==> src/rtl/up_bus_master.sv <==
// Single-outstanding initiator for the up_wr_*/up_rd_* register bus, fed by a cmd/rsp valid-ready pair.
// Optional WAIT-state abort is compiled in with `define UP_MASTER_TIMEOUT_EN.
module up_bus_master #(
  parameter int C_ADDR_WIDTH = 8,
  parameter int C_TIMEOUT    = 255
) (
  input  logic                    clk,
  input  logic                    rst,
  input  logic                    cmd_valid,
  output logic                    cmd_ready,
  input  logic                    cmd_wr,
  input  logic [C_ADDR_WIDTH-1:0] cmd_addr,
  input  logic [31:0]             cmd_wdata,
  output logic                    rsp_valid,
  input  logic                    rsp_ready,
  output logic [31:0]             rsp_rdata,
  output logic                    rsp_err,
  output logic [C_ADDR_WIDTH-1:0] up_wr_addr,
  output logic                    up_wr_req,
  output logic [31:0]             up_wr_din,
  input  logic                    up_wr_ack,
  output logic [C_ADDR_WIDTH-1:0] up_rd_addr,
  output logic                    up_rd_req,
  input  logic [31:0]             up_rd_dout,
  input  logic                    up_rd_ack,
  output logic                    busy
);

  typedef enum logic [1:0] {
    ST_IDLE,
    ST_REQ,
    ST_WAIT,
    ST_RESP
  } state_e;

  if (C_TIMEOUT < 2) begin : gTimeoutCheck
    $error("up_bus_master: C_TIMEOUT must be at least 2");
  end

  state_e                  state_q, state_d;
  logic                    cmd_ready_q, cmd_ready_d;
  logic                    busy_q, busy_d;
  logic                    is_wr_q, is_wr_d;
  logic                    wr_req_q, wr_req_d;
  logic                    rd_req_q, rd_req_d;
  logic [C_ADDR_WIDTH-1:0] wr_addr_q, wr_addr_d;
  logic [C_ADDR_WIDTH-1:0] rd_addr_q, rd_addr_d;
  logic [31:0]             wr_din_q, wr_din_d;
  logic                    rsp_valid_q, rsp_valid_d;
  logic [31:0]             rsp_rdata_q, rsp_rdata_d;
  logic                    ack_hit;
  logic                    expired;

  // Only the acknowledge matching the latched direction may complete a transaction.
  assign ack_hit = is_wr_q ? up_wr_ack : up_rd_ack;

`ifdef UP_MASTER_TIMEOUT_EN
  function automatic int calcCntWidth(input int limit);
    int w;
    w = $clog2(limit + 1);
    if (w < 8)  w = 8;
    if (w > 32) w = 32;
    return w;
  endfunction

  localparam int CNT_W = calcCntWidth(C_TIMEOUT);

  logic [CNT_W-1:0] cnt_q, cnt_d;
  logic             rsp_err_q, rsp_err_d;

  assign expired = (cnt_q == CNT_W'(C_TIMEOUT - 1));
  assign rsp_err = rsp_err_q;
`else
  assign expired = 1'b0;
  assign rsp_err = 1'b0;
`endif

  always_ff @(posedge clk) begin
    if (rst) begin
      state_q     <= ST_IDLE;
      cmd_ready_q <= 1'b1;
      busy_q      <= 1'b0;
      is_wr_q     <= 1'b0;
      wr_req_q    <= 1'b0;
      rd_req_q    <= 1'b0;
      wr_addr_q   <= '0;
      rd_addr_q   <= '0;
      wr_din_q    <= '0;
      rsp_valid_q <= 1'b0;
      rsp_rdata_q <= '0;
`ifdef UP_MASTER_TIMEOUT_EN
      cnt_q       <= '0;
      rsp_err_q   <= 1'b0;
`endif
    end else begin
      state_q     <= state_d;
      cmd_ready_q <= cmd_ready_d;
      busy_q      <= busy_d;
      is_wr_q     <= is_wr_d;
      wr_req_q    <= wr_req_d;
      rd_req_q    <= rd_req_d;
      wr_addr_q   <= wr_addr_d;
      rd_addr_q   <= rd_addr_d;
      wr_din_q    <= wr_din_d;
      rsp_valid_q <= rsp_valid_d;
      rsp_rdata_q <= rsp_rdata_d;
`ifdef UP_MASTER_TIMEOUT_EN
      cnt_q       <= cnt_d;
      rsp_err_q   <= rsp_err_d;
`endif
    end
  end

  // Next values are computed one cycle ahead so every output comes straight from a flop.
  always_comb begin
    state_d     = state_q;
    cmd_ready_d = cmd_ready_q;
    busy_d      = busy_q;
    is_wr_d     = is_wr_q;
    wr_req_d    = 1'b0;
    rd_req_d    = 1'b0;
    wr_addr_d   = wr_addr_q;
    rd_addr_d   = rd_addr_q;
    wr_din_d    = wr_din_q;
    rsp_valid_d = rsp_valid_q;
    rsp_rdata_d = rsp_rdata_q;
`ifdef UP_MASTER_TIMEOUT_EN
    cnt_d       = cnt_q;
    rsp_err_d   = rsp_err_q;
`endif

    case (state_q)
      ST_IDLE: begin
        if (cmd_valid && cmd_ready_q) begin
          state_d     = ST_REQ;
          cmd_ready_d = 1'b0;
          busy_d      = 1'b1;
          is_wr_d     = cmd_wr;
          if (cmd_wr) begin
            wr_req_d  = 1'b1;
            wr_addr_d = cmd_addr;
            wr_din_d  = cmd_wdata;
          end else begin
            rd_req_d  = 1'b1;
            rd_addr_d = cmd_addr;
          end
        end
      end

      ST_REQ: begin
        state_d = ST_WAIT;
`ifdef UP_MASTER_TIMEOUT_EN
        cnt_d   = '0;
`endif
      end

      // A genuine ack takes priority over expiry in the same cycle.
      ST_WAIT: begin
        if (ack_hit) begin
          state_d     = ST_RESP;
          rsp_valid_d = 1'b1;
          rsp_rdata_d = is_wr_q ? 32'h0 : up_rd_dout;
`ifdef UP_MASTER_TIMEOUT_EN
          rsp_err_d   = 1'b0;
`endif
        end else if (expired) begin
          state_d     = ST_RESP;
          rsp_valid_d = 1'b1;
          rsp_rdata_d = 32'hDEADBEEF;
`ifdef UP_MASTER_TIMEOUT_EN
          rsp_err_d   = 1'b1;
`endif
        end else begin
`ifdef UP_MASTER_TIMEOUT_EN
          cnt_d = cnt_q + 1'b1;
`endif
        end
      end

      ST_RESP: begin
        if (rsp_ready) begin
          state_d     = ST_IDLE;
          rsp_valid_d = 1'b0;
          cmd_ready_d = 1'b1;
          busy_d      = 1'b0;
        end
      end

      default: begin
        state_d     = ST_IDLE;
        cmd_ready_d = 1'b1;
        busy_d      = 1'b0;
        rsp_valid_d = 1'b0;
      end
    endcase
  end

  assign cmd_ready  = cmd_ready_q;
  assign busy       = busy_q;
  assign up_wr_req  = wr_req_q;
  assign up_rd_req  = rd_req_q;
  assign up_wr_addr = wr_addr_q;
  assign up_rd_addr = rd_addr_q;
  assign up_wr_din  = wr_din_q;
  assign rsp_valid  = rsp_valid_q;
  assign rsp_rdata  = rsp_rdata_q;

endmodule

==> config.mk <==
export PLATFORM = sky130hd
export DESIGN_NAME = up_bus_master
export DESIGN_NICKNAME = d
export VERILOG_FILES = /design/src/rtl/up_bus_master.sv
export SDC_FILE = /design/constraint.sdc
export NUM_CORES = 1
export LEC_CHECK = 0
export CAP_MARGIN = 40
export CORE_UTILIZATION = 30
export CTS_CLUSTER_DIAMETER = 120
export DETAILED_ROUTE_END_ITERATION = 8
export SYNTH_ARGS = -nofsm -noshare
export SYNTH_HDL_FRONTEND = slang
export SYNTH_SLANG_ARGS = --single-unit
==> constraint.sdc <==
create_clock -name clk -period 1.5 [get_ports clk]
set_input_delay 0.225 -clock clk [delete_from_list [all_inputs] [get_ports clk]]
set_output_delay 0.225 -clock clk [all_outputs]
set_load 0.005 [all_outputs]
==> results of run 1 <==
## cells in the mapped netlist, types with 2 or more instances
| cell | n | area, um2 |
|---|---|---|
| a2111oi_0 | 2 | 17.5 |
| o21ai_0 | 23 | 115 |
| dfxtp_1 | 88 | 1760 |
| buf_2 | 8 | 40.0 |
| nand4b_1 | 32 | 280 |
| nand2_1 | 83 | 312 |
| clkbuf_1 | 23 | 86.3 |
| nor2_1 | 2 | 7.51 |
| mux2i_1 | 2 | 20.0 |
| a22o_1 | 8 | 70.1 |
| o21a_1 | 2 | 15.0 |
| buf_1 | 4 | 15.0 |
| ha_1 | 4 | 50.1 |
| a21oi_1 | 76 | 380 |
| o21ai_1 | 9 | 45.0 |
| nand2b_1 | 4 | 25.0 |
| inv_1 | 6 | 22.5 |
## metal layers
| layer | vias to the layer above | track usage (%) | share of wire, % |
|---|---|---|---|
| li1 | 1664 | - | - |
| met1 | 1565 | 21.6 | 44 |
| met2 | 140 | 27.2 | 45 |
| met3 | 13 | 7.20 | 10 |
| met4 | 0 | 7.63 | 1.2 |
| met5 | - | 0 | 0 |
## placed cells by master (no fill, tap or decap), types with 2 or more instances in the layout
master and n:
clkbuf_8 10, clkinv_4 2, ha_1 2, buf_12 5, a22o_1 8, o21a_1 2
nand4b_1 32, buf_4 13, dfxtp_1 83, clkdlybuf4s50_1 151, o21ai_0 23, nand2_1 83
inv_1 5, nand2b_1 4, dlymetal6s2s_1 8, dfxtp_2 5, bufinv_16 2, a21oi_1 76
o21ai_1 9, clkinvlp_4 2, dlygate4sd2_1 3, nor2_1 2
## power groups by stage
stage,clock network [mW],logic (mW),registers (mW)
after global routing,2.01,2.34,2.78
after detailed placement,0,2.04,2.79
final,1.87,2.12,2.74
after global placement,0,2.03,2.77
after floorplan,0,0.964,2.79
after CTS,1.93,2.04,2.74
## worst paths after layout
kind,end,slack [ps],depth (start not counted),startpoint
worst max-delay path,up_wr_din[14],50,1,up_wr_din[14]$_SDFFE_PP0P_
worst min-delay path,busy$_SDFFE_PP0P_,200,2,rst
worst max register to register,rsp_valid$_SDFFE_PP0P_,90,6,state_q[0]$_SDFFE_PP0P_
worst min register to register,up_wr_din[26]$_SDFFE_PP0P_,460,2,up_wr_din[26]$_SDFFE_PP0P_
## per-stage QoR
stage | power [mW] | hold slack [ps]
3_3_place_gp | 4.81 | 442
4_1_cts | 6.71 | 189
6_report | 6.73 | 202
2_1_floorplan | 3.75 | 345
5_1_grt | 7.12 | 199
3_5_place_dp | 4.83 | 447
## state kept, by name (all words and copies together), names as in the netlist
name        cells
state_q         2
up_wr_din      32
up_rd_req       1
up_wr_req       1
up_wr_addr      8
busy            1
cmd_ready       1
is_wr_q         1
rsp_valid       1
up_rd_addr      8
rsp_rdata      32
## timing repair
action,4_1_cts,5_1_grt
endpoints found under the setup margin,11,86
gates cloned,0,1
gates resized for setup,5,19
hold buffers,0,0
## kinds of logic after synthesis
group,after synthesis
and+or+nand+nor,127
AOI/OAI and AO/OA,125
DFF,88
buffers and inverters,42
adders and majority gates,4
muxes,2
other,1
## area by class of cell
type	count	area share, %
clock buffer	10	2.49
sequential	88	32.0
clock inverter	6	1.67
multi-input combinational	259	26.4
inverter	6	0.407
tap	140	3.17
timing repair buffer	183	33.9
==> flow_metrics.env, run 1 <==
export IMPL_dp_cells=675
export IMPL_wl_um=10300
export IMPL_drtAntennaViolNets=0
export IMPL_ios=165
export IMPL_p_comb_share_pct=31.5
export IMPL_insertion_delay_ps=360
export IMPL_antennaDiodeCount=0
export IMPL_drt_iter0_markers=177
export IMPL_multiInputGateArea_um2=1460
export IMPL_syn_inst=389
export IMPL_antenna_found_initial=0
export IMPL_area_delta_synth_final_pct=64.4
export IMPL_grt_pass1_vias=3374
export IMPL_ys_warn_count=0
export IMPL_grt_max_degree=42
export IMPL_synth_area_um2=3360
export IMPL_place_ws_ps=-149
export IMPL_setup_worst_path_class="flop to primary output"
export IMPL_start_util_pct=30.9
export IMPL_place_area_um2=5230
export IMPL_synth_area_per_cell_um2=8.65
export IMPL_skew_ps=8.05
export IMPL_tns_ps=0
export IMPL_yosys_area_share_simple_pct=19.8
export IMPL_yosysSeqAreaShare_pct=52.4
export IMPL_cts_tree="built"
export IMPL_synth_cell_types=30
export IMPL_hp_class="primary input to flop"
export IMPL_dieArea_um2=11600
export IMPL_rsz0062_at_grt="no"
export IMPL_fin_cells=692
export IMPL_synth_adder_area_share_pct=1.49
export IMPL_p_leak_nw=2.03
export IMPL_clock_fmax_mhz=688
export IMPL_htree_num_levels=3
export IMPL_drv_cap=0
export IMPL_place_gp_congestion=0.701
export IMPL_track_usage_pct=17.6
export IMPL_cts_sinks=88
export IMPL_synthMuxAreaShare_pct=0.595
export IMPL_final_layout_size_suffix_gt1_share_pct=9.24
export IMPL_crit_family="buffers and inverters"
export IMPL_drc=0
export IMPL_outcome="complete, no violations"
export IMPL_syn_nets=472
export IMPL_core_area_um2=10900
export IMPL_synth_top_family_by_area="compound AO/OA/AOI/OAI gates"
export IMPL_dp_hpwl_um=6710
export IMPL_slew_viol_final=0
export IMPL_ys_async_sr_fraction_pct=0
export IMPL_first_pass_iters=4
export IMPL_setup_violations=0
export IMPL_fin_area_um2=5530
export IMPL_power_ir_vdd_worst_uv=474
export IMPL_fin_crit_sh_pct=96.9
export IMPL_num_nets_final=630
export IMPL_crit_required_ps=1270
export IMPL_grt_ovfl_total=0
export IMPL_rows=38
export IMPL_regArea_um2=1770
export IMPL_cp_slowest_cell="clkdlybuf4s50_1"
export IMPL_dieWidth_um=108
export IMPL_io_buffers=163
export IMPL_cts_path_max_buffers=2
export IMPL_avgRoutedWirePerCell_um=14.9
export IMPL_final_util_pct=50.8
export IMPL_dieHeight_um=108
export IMPL_synth_xor_area_share_pct=0
export IMPL_clk_pin_slew_ps=90
export IMPL_hold_viol=0
export IMPL_start_kind="flop"
export IMPL_vias_per_cell=4.89
export IMPL_power_density_nw_per_um2=1220
export IMPL_fin_crit_ps=1450
export IMPL_fin_ws_ps=47.2
export IMPL_cts_made_buffers=9
export IMPL_cpPeakStageDelay_ps=530
export IMPL_switchingPower_mw=2.04
export IMPL_grt_first_pass_wirelength_um=16200
export IMPL_post_cts_buffers=0
export IMPL_swShare_pct=30.3
export IMPL_p_int_mw=4.69
export IMPL_p_seq_share_pct=40.7
export IMPL_synth_compound_area_share_pct=20.5
export IMPL_synth_ff_type="dfxtp_1"
export IMPL_path_buf_inv=1
export IMPL_root_buffer="clkbuf_8"
export IMPL_arrival_ps=1230
export IMPL_path_max_fanout=2
export IMPL_routed_via_count=3382
export IMPL_ys_ff_latch=88
export IMPL_clockPowerShare_pct=27.7
export IMPL_path_cells="clkdlybuf4s50_1"
export IMPL_endpoint_kind="primary output"
export IMPL_synth_edf_count=0
export IMPL_final_fill_count=1035
No activity file was read; power rests on OpenSTA's default activity.
==> run 2: changes to the inputs <==
--- a/config.mk
+++ b/config.mk
@@ -9,6 +9,7 @@
 export CORE_UTILIZATION = 30
 export CTS_CLUSTER_DIAMETER = 120
 export DETAILED_ROUTE_END_ITERATION = 8
+export GPL_ROUTABILITY_DRIVEN = 0
 export SYNTH_ARGS = -nofsm -noshare
 export SYNTH_HDL_FRONTEND = slang
 export SYNTH_SLANG_ARGS = --single-unit
==> results of run 2 <==
No change in the layout: final DEF, timing and power equal those of run 1.
==> run 3: changes to the inputs <==
--- a/config.mk
+++ b/config.mk
@@ -10,6 +10,8 @@
 export CTS_CLUSTER_DIAMETER = 120
 export DETAILED_ROUTE_END_ITERATION = 8
 export GPL_ROUTABILITY_DRIVEN = 0
+export SKIP_LAST_GASP = 1
+export SLEW_MARGIN = 40
 export SYNTH_ARGS = -nofsm -noshare
 export SYNTH_HDL_FRONTEND = slang
 export SYNTH_SLANG_ARGS = --single-unit
==> results of run 3 <==
No change in the layout: final DEF, timing and power equal those of run 1.
